`config.mk`:
```
export PLATFORM = sky130hd
export DESIGN_NAME = lif_tick_scheduler
export DESIGN_NICKNAME = d
export VERILOG_FILES = /design/src/rtl/lif_pkg.sv /design/src/rtl/lif_update_core.sv /design/src/rtl/lif_tick_scheduler.sv
export SDC_FILE = /design/constraint.sdc
export NUM_CORES = 1
export LEC_CHECK = 0
export CAP_MARGIN = 20
export CORE_ASPECT_RATIO = 0.5
export CORE_MARGIN = 10
export CORE_UTILIZATION = 45
export DETAILED_ROUTE_END_ITERATION = 12
export PLACE_DENSITY_LB_ADDON = 0.3
export SLEW_MARGIN = 10
export SYNTH_ARGS = -nofsm -noshare
export SYNTH_HDL_FRONTEND = slang
export SYNTH_SLANG_ARGS = --single-unit
```
`constraint.sdc`:
```
create_clock -name clk -period 12.4 [get_ports clk]
set_input_delay 1.86 -clock clk [delete_from_list [all_inputs] [get_ports clk]]
set_output_delay 1.86 -clock clk [all_outputs]
set_load 0.01 [all_outputs]
```
`src/rtl/lif_pkg.sv`:
```
// Shared types, default constants and arithmetic helpers for the LIF tick scheduler.
package lif_pkg;

  typedef enum logic [1:0] {
    ST_IDLE = 2'd0,
    ST_RUN  = 2'd1,
    ST_DONE = 2'd2
  } lif_state_t;

  localparam int         LIF_THRESHOLD  = 200;
  localparam int         LIF_LEAK_SHIFT = 1;
  localparam int         LIF_REFRACTORY = 2;
  localparam logic [7:0] LIF_WEIGHT_RST = 8'h80;

  // Adds two unsigned values and clamps the result to 2^width - 1 (width < 32).
  function automatic logic [31:0] lif_sat_add(input logic [31:0] a,
                                              input logic [31:0] b,
                                              input int unsigned width);
    logic [32:0] sum;
    logic [32:0] max;
    sum = {1'b0, a} + {1'b0, b};
    max = (33'd1 << width) - 33'd1;
    return (sum > max) ? max[31:0] : sum[31:0];
  endfunction

endpackage

```
`src/rtl/lif_update_core.sv`:
```
// Combinational leak/integrate/fire step for a single neuron.
module lif_update_core
  import lif_pkg::*;
#(
  parameter int WIDTH      = 8,
  parameter int THRESHOLD  = LIF_THRESHOLD,
  parameter int LEAK_SHIFT = LIF_LEAK_SHIFT,
  parameter int REFRACTORY = LIF_REFRACTORY,
  parameter int REFR_W     = 2
) (
  input  logic [WIDTH-1:0]  v,
  input  logic [REFR_W-1:0] refr,
  input  logic [WIDTH-1:0]  cur_in,
  output logic [WIDTH-1:0]  v_next,
  output logic [REFR_W-1:0] refr_next,
  output logic              spike
);

  logic [WIDTH-1:0] leaked;
  logic [31:0]      sum;

  assign leaked = v >> LEAK_SHIFT;
  assign sum    = lif_sat_add(32'(leaked), 32'(cur_in), WIDTH);

  always_comb begin
    v_next    = '0;
    refr_next = refr;
    spike     = 1'b0;
    if (refr != '0) begin
      refr_next = refr - 1'b1;
    end else if (sum >= 32'(THRESHOLD)) begin
      spike     = 1'b1;
      refr_next = REFR_W'(REFRACTORY);
    end else begin
      v_next = sum[WIDTH-1:0];
    end
  end

endmodule

```
`src/rtl/lif_tick_scheduler.sv`:
```
// Sweeps one shared LIF update core over a feed-forward chain of neurons, one neuron per cycle.
module lif_tick_scheduler
  import lif_pkg::*;
#(
  parameter int               NUM_NEURONS = 4,
  parameter int               WIDTH       = 8,
  parameter int               THRESHOLD   = LIF_THRESHOLD,
  parameter int               LEAK_SHIFT  = LIF_LEAK_SHIFT,
  parameter int               REFRACTORY  = LIF_REFRACTORY,
  parameter logic [WIDTH-1:0] WEIGHT_RST  = LIF_WEIGHT_RST,
  localparam int              IDX_W       = $clog2(NUM_NEURONS)
) (
  input  logic                   clk,
  input  logic                   rst_n,
  input  logic                   ena,
  input  logic                   tick_start,
  input  logic [WIDTH-1:0]       ext_current,
  input  logic                   cfg_we,
  input  logic [IDX_W-1:0]       cfg_addr,
  input  logic [WIDTH-1:0]       cfg_wdata,
  output logic                   busy,
  output logic                   tick_done,
  output logic [NUM_NEURONS-1:0] spikes,
  input  logic [IDX_W-1:0]       mon_sel,
  output logic [WIDTH-1:0]       mon_potential
);

  localparam int REFR_W = (REFRACTORY > 0) ? $clog2(REFRACTORY + 1) : 1;

  lif_state_t state, state_next;

  logic [WIDTH-1:0]       v_reg      [NUM_NEURONS];
  logic [REFR_W-1:0]      refr_reg   [NUM_NEURONS];
  logic [WIDTH-1:0]       weight_reg [NUM_NEURONS];
  logic [NUM_NEURONS-1:0] spikes_reg, spikes_prev, next_spikes;
  logic [WIDTH-1:0]       cur_reg;
  logic [IDX_W-1:0]       idx;

  logic [WIDTH-1:0]  core_in, core_v_next;
  logic [REFR_W-1:0] core_refr_next;
  logic              core_spike;
  logic              last_idx;

  assign last_idx = (idx == IDX_W'(NUM_NEURONS - 1));

  // Neuron 0 sees the latched current; the rest see their weight only if the predecessor fired.
  assign core_in = (idx == '0) ? cur_reg
                 : (spikes_prev[idx - 1'b1] ? weight_reg[idx] : '0);

  lif_update_core #(
    .WIDTH     (WIDTH),
    .THRESHOLD (THRESHOLD),
    .LEAK_SHIFT(LEAK_SHIFT),
    .REFRACTORY(REFRACTORY),
    .REFR_W    (REFR_W)
  ) u_core (
    .v        (v_reg[idx]),
    .refr     (refr_reg[idx]),
    .cur_in   (core_in),
    .v_next   (core_v_next),
    .refr_next(core_refr_next),
    .spike    (core_spike)
  );

  always_ff @(posedge clk) begin
    if (!rst_n) state <= ST_IDLE;
    else        state <= state_next;
  end

  always_comb begin
    state_next = state;
    if (ena) begin
      case (state)
        ST_IDLE: if (tick_start) state_next = ST_RUN;
        ST_RUN:  if (last_idx)   state_next = ST_DONE;
        ST_DONE: state_next = ST_IDLE;
        default: state_next = ST_IDLE;
      endcase
    end
  end

  always_ff @(posedge clk) begin
    if (!rst_n) begin
      for (int i = 0; i < NUM_NEURONS; i++) begin
        v_reg[i]      <= '0;
        refr_reg[i]   <= '0;
        weight_reg[i] <= WEIGHT_RST;
      end
      spikes_reg  <= '0;
      spikes_prev <= '0;
      next_spikes <= '0;
      cur_reg     <= '0;
      idx         <= '0;
    end else if (ena) begin
      case (state)
        ST_IDLE: begin
          if (cfg_we && (32'(cfg_addr) < NUM_NEURONS))
            weight_reg[cfg_addr] <= cfg_wdata;
          if (tick_start) begin
            cur_reg     <= ext_current;
            spikes_prev <= spikes_reg;
            next_spikes <= '0;
            idx         <= '0;
          end
        end
        ST_RUN: begin
          v_reg[idx]       <= core_v_next;
          refr_reg[idx]    <= core_refr_next;
          next_spikes[idx] <= core_spike;
          // The last neuron's spike is merged directly so spikes changes together with tick_done.
          if (last_idx)
            spikes_reg <= next_spikes | (NUM_NEURONS'(core_spike) << idx);
          else
            idx <= idx + 1'b1;
        end
        default: ;
      endcase
    end
  end

  assign busy          = (state != ST_IDLE);
  assign tick_done     = (state == ST_DONE);
  assign spikes        = spikes_reg;
  assign mon_potential = (32'(mon_sel) < NUM_NEURONS) ? v_reg[mon_sel] : '0;

endmodule

```
==> results.txt <==
Among all flip-flop cells after synthesis, the most frequent one is edfxtp_1. The measured slew at the worst slew-check pin came out at 1016 ps. TritonCTS built the clock tree. The total congestion overflow after global routing is 0. After clock tree synthesis, the clock-pin slew on the worst setup and hold paths is 70 ps. The number of DRC violations after detailed routing is 0. Counting flops and latches in the post-synthesis netlist gives 98. The worst setup path is launched from an input pin. The share of the clock period used by the worst path after layout came out at 0.4508. In the final layout, the share of cells above drive strength 1 is 0.1137. Entering global routing, the biggest net connects 20 pins. The die covers 16000 sq um. The synthesized area per cell came out at 11.70 sq um. The net count after synthesis came out at between 400 and 500. After legalization and detailed placement, the total HPWL measured 7775 um.

In this run the count of I/O pins placed on the die edge is 39. The worst setup path category is input pin to output pin. The clock latency on the worst-skew pair came out at ~340 ps.

The share of synthesized area occupied by flip-flops and latches came out at 0.5357. The remaining number of nets flagged by the antenna check after routing came out at 0. Setup repair after global routing left no endpoint under its margin. The total clock buffers created by CTS is 9. The final number of max-transition violations came out at 0. The global-route wire length before repair came out at 17440 um.

The total number of yosys warnings came out at 0. The summed instance area of the synthesized netlist is 5007 sq um. In this run the post-CTS setup repair buffer count came out at 0.

The worst path needs about 5600 ps of the cycle, external delays included. The gate count after technology mapping came out at 428. The H-tree was split into 3 levels. The first-pass iteration count of the detailed router is 4. The routed wire length is 10620 um. The core outline area came out at ~11000 sq um. Based on the critical path, the design can be clocked at up to 0.1789 GHz. The number of enable-type register cells in the synthesized netlist is slightly above 70.

The startpoint of the worst setup timing path is mon_sel[0]. The fraction of met2 tracks used by global routing is 0.2137. Setup violations remaining at the end of the flow were counted as 0. The floorplan step set the die height to 94.59 um. The max-cap check violation count came out at 0. Across the VDD grid, the largest voltage drop is 0.00006479 V. The routed via count divided by cell count came out at ~5.4. For met3 alone, demand over resource in global routing was 0.04229. STA classifies the critical path endpoint as an output pin.

The number of input and output port buffers inserted came out at 38. In the layout the commonest cells are edfxtp_1, nor2_1, nand2_1, clkdlybuf4s50_1, and2_1. Summed over all cells, the static leakage comes to about 0.0021 uW. The met1 usage is 0.1851.

The number of placement rows is 27. The maximum fanout count along the critical path is 8. The number of different library cells used by synthesis comes to 53. The number of antenna violations at the first check in global routing came out at 0. The hold buffer count at CTS is 0. Headroom to the max-slew limit came out at 0.3176.

From left edge to right edge, the die measures approximately 170 um. The worst hold path cell count is 2. The via count of the first global-routing pass is around 3.3k. The depth of the worst register-to-register path came out at 14. The final count of hold timing violations is 0.

The kind of path behind the tightest hold check is register to register. The total number of vias came out at approximately 3.3k. The effective utilization at floorplan is 0.4575. Counting flops with an async set or reset pin after synthesis yields a share of 0.

The required arrival time at the worst endpoint came out at 10540 ps. The number of antenna cells inserted is 0. The detail-routed net length per standard cell came out at 17.38 um. Across every metal layer, demand over resource in global routing totals 0.1378. The buffer type at the clock tree root is clkbuf_16.

The routing layer with the top usage in global route is met2. The worst endpoint data arrival time is 3730 ps. The violation count after the first detailed-routing iteration came out at ~290. The total number of nets in the final design came out at 498. The worst clock skew is ~7.8 ps. The tree built by TritonCTS fans out to slightly below 100 sinks. Compared with the post-synthesis result, the final layout area differs by 15.62%. The library cell used most frequently in the layout, excluding fill and tap cells, is edfxtp_1. The startpoint of the most critical hold path is cur_reg[5].

The last weighted congestion value of the routability-driven placer is 0.8386. The completed layout was analyzed and its total power is 716.7 uW. The final sum of negative setup slack is 0 ps.

The total of cells resized after clock tree synthesis came out at 0. The origin of the critical flop-to-flop path is idx[0]. The cell area power density is between 100 and 150 nW/um^2. The flow ran to the end, and the final reports show no timing, DRC or antenna violations. The number of buffers on the longest clock path came out at 2.
-- path summary, 6_finish.rpt --
check | endpoint | slack (ps)
max | mon_potential[6] | 6810
min | cur_reg[5] | 460
max reg2reg | v_reg[2][1] | 7800
min reg2reg | cur_reg[5] | 460
-- critical path, cell delays in order --
cell and delay, ps:
clkdlybuf4s50_1 800, mux4_2 560, clkdlybuf4s50_1 500
-- power by group --
group	switching [uW]	internal, uW	total (uW)	leakage [uW]
Clock	121	156	277	0.000143
Sequential	5.20	362	368	0.000945
Combinational	40.6	31.7	72.3	0.000986
Total	166	550	717	0.00207
-- logic make-up (layout without fill, tap and decap cells) --
logic type | after synthesis | count (layout) | share of synthesized area
simple gates | 198 | 198 | 0.2009
flops | 98 | 98 | 0.5357
compound gates | 66 | 66 | 0.08621
mux | 27 | 27 | 0.1189
buf+inv | 24 | 62 | 0.02149
fa+ha+maj | 12 | 12 | 0.03148
xor+xnor | 3 | 3 | 0.005248
-- cells in the mapped netlist (all sizes together) (10+ instances only) --
library cell / number / area [sq um]
edfxtp: 72 / 2162
o21ai: 15 / 75.07
ha: 11 / 137.6
mux4: 26 / 585.6
a21oi: 26 / 130.1
nor2: 63 / 244.0
nand2: 49 / 183.9
clkbuf: 11 / 41.29
nand2b: 10 / 62.56
nand3: 17 / 97.60
and2: 29 / 181.4
dfxtp: 26 / 520.5
-- through the flow --
step	cell area [sq um]	std cells	setup WS, ps	utilization	hold slack [ps]
final	5789	611	6809	0.5289	455.3
after global routing	5789	611	6696	0.5289	475.2
after CTS	5789	611	6772	0.5289	456.6
after detailed placement	5495	595	6775	0.5021	448.1
after global placement	5495	595	6787	0.5021	442.7
after floorplan	5007	428	7665	-	431.7
-- layer usage --
layer / wire (um) / up-vias
met2: 4877 / 72
met1: 5090 / 1584
met4: 78 / 0
met3: 574 / 5
met5: 0 / -
li1: - / 1640
-- cell type report --
type	count	area, sq um
clock buffer	9	225.2
clock inverter	7	68.82
fill	966	5156
inverter	7	26.28
multi-input combinational	306	2217
sequential	98	2683
tap	145	181.4
timing repair buffer	39	387.9
Note: power is estimated with default switching activity, not from simulation.
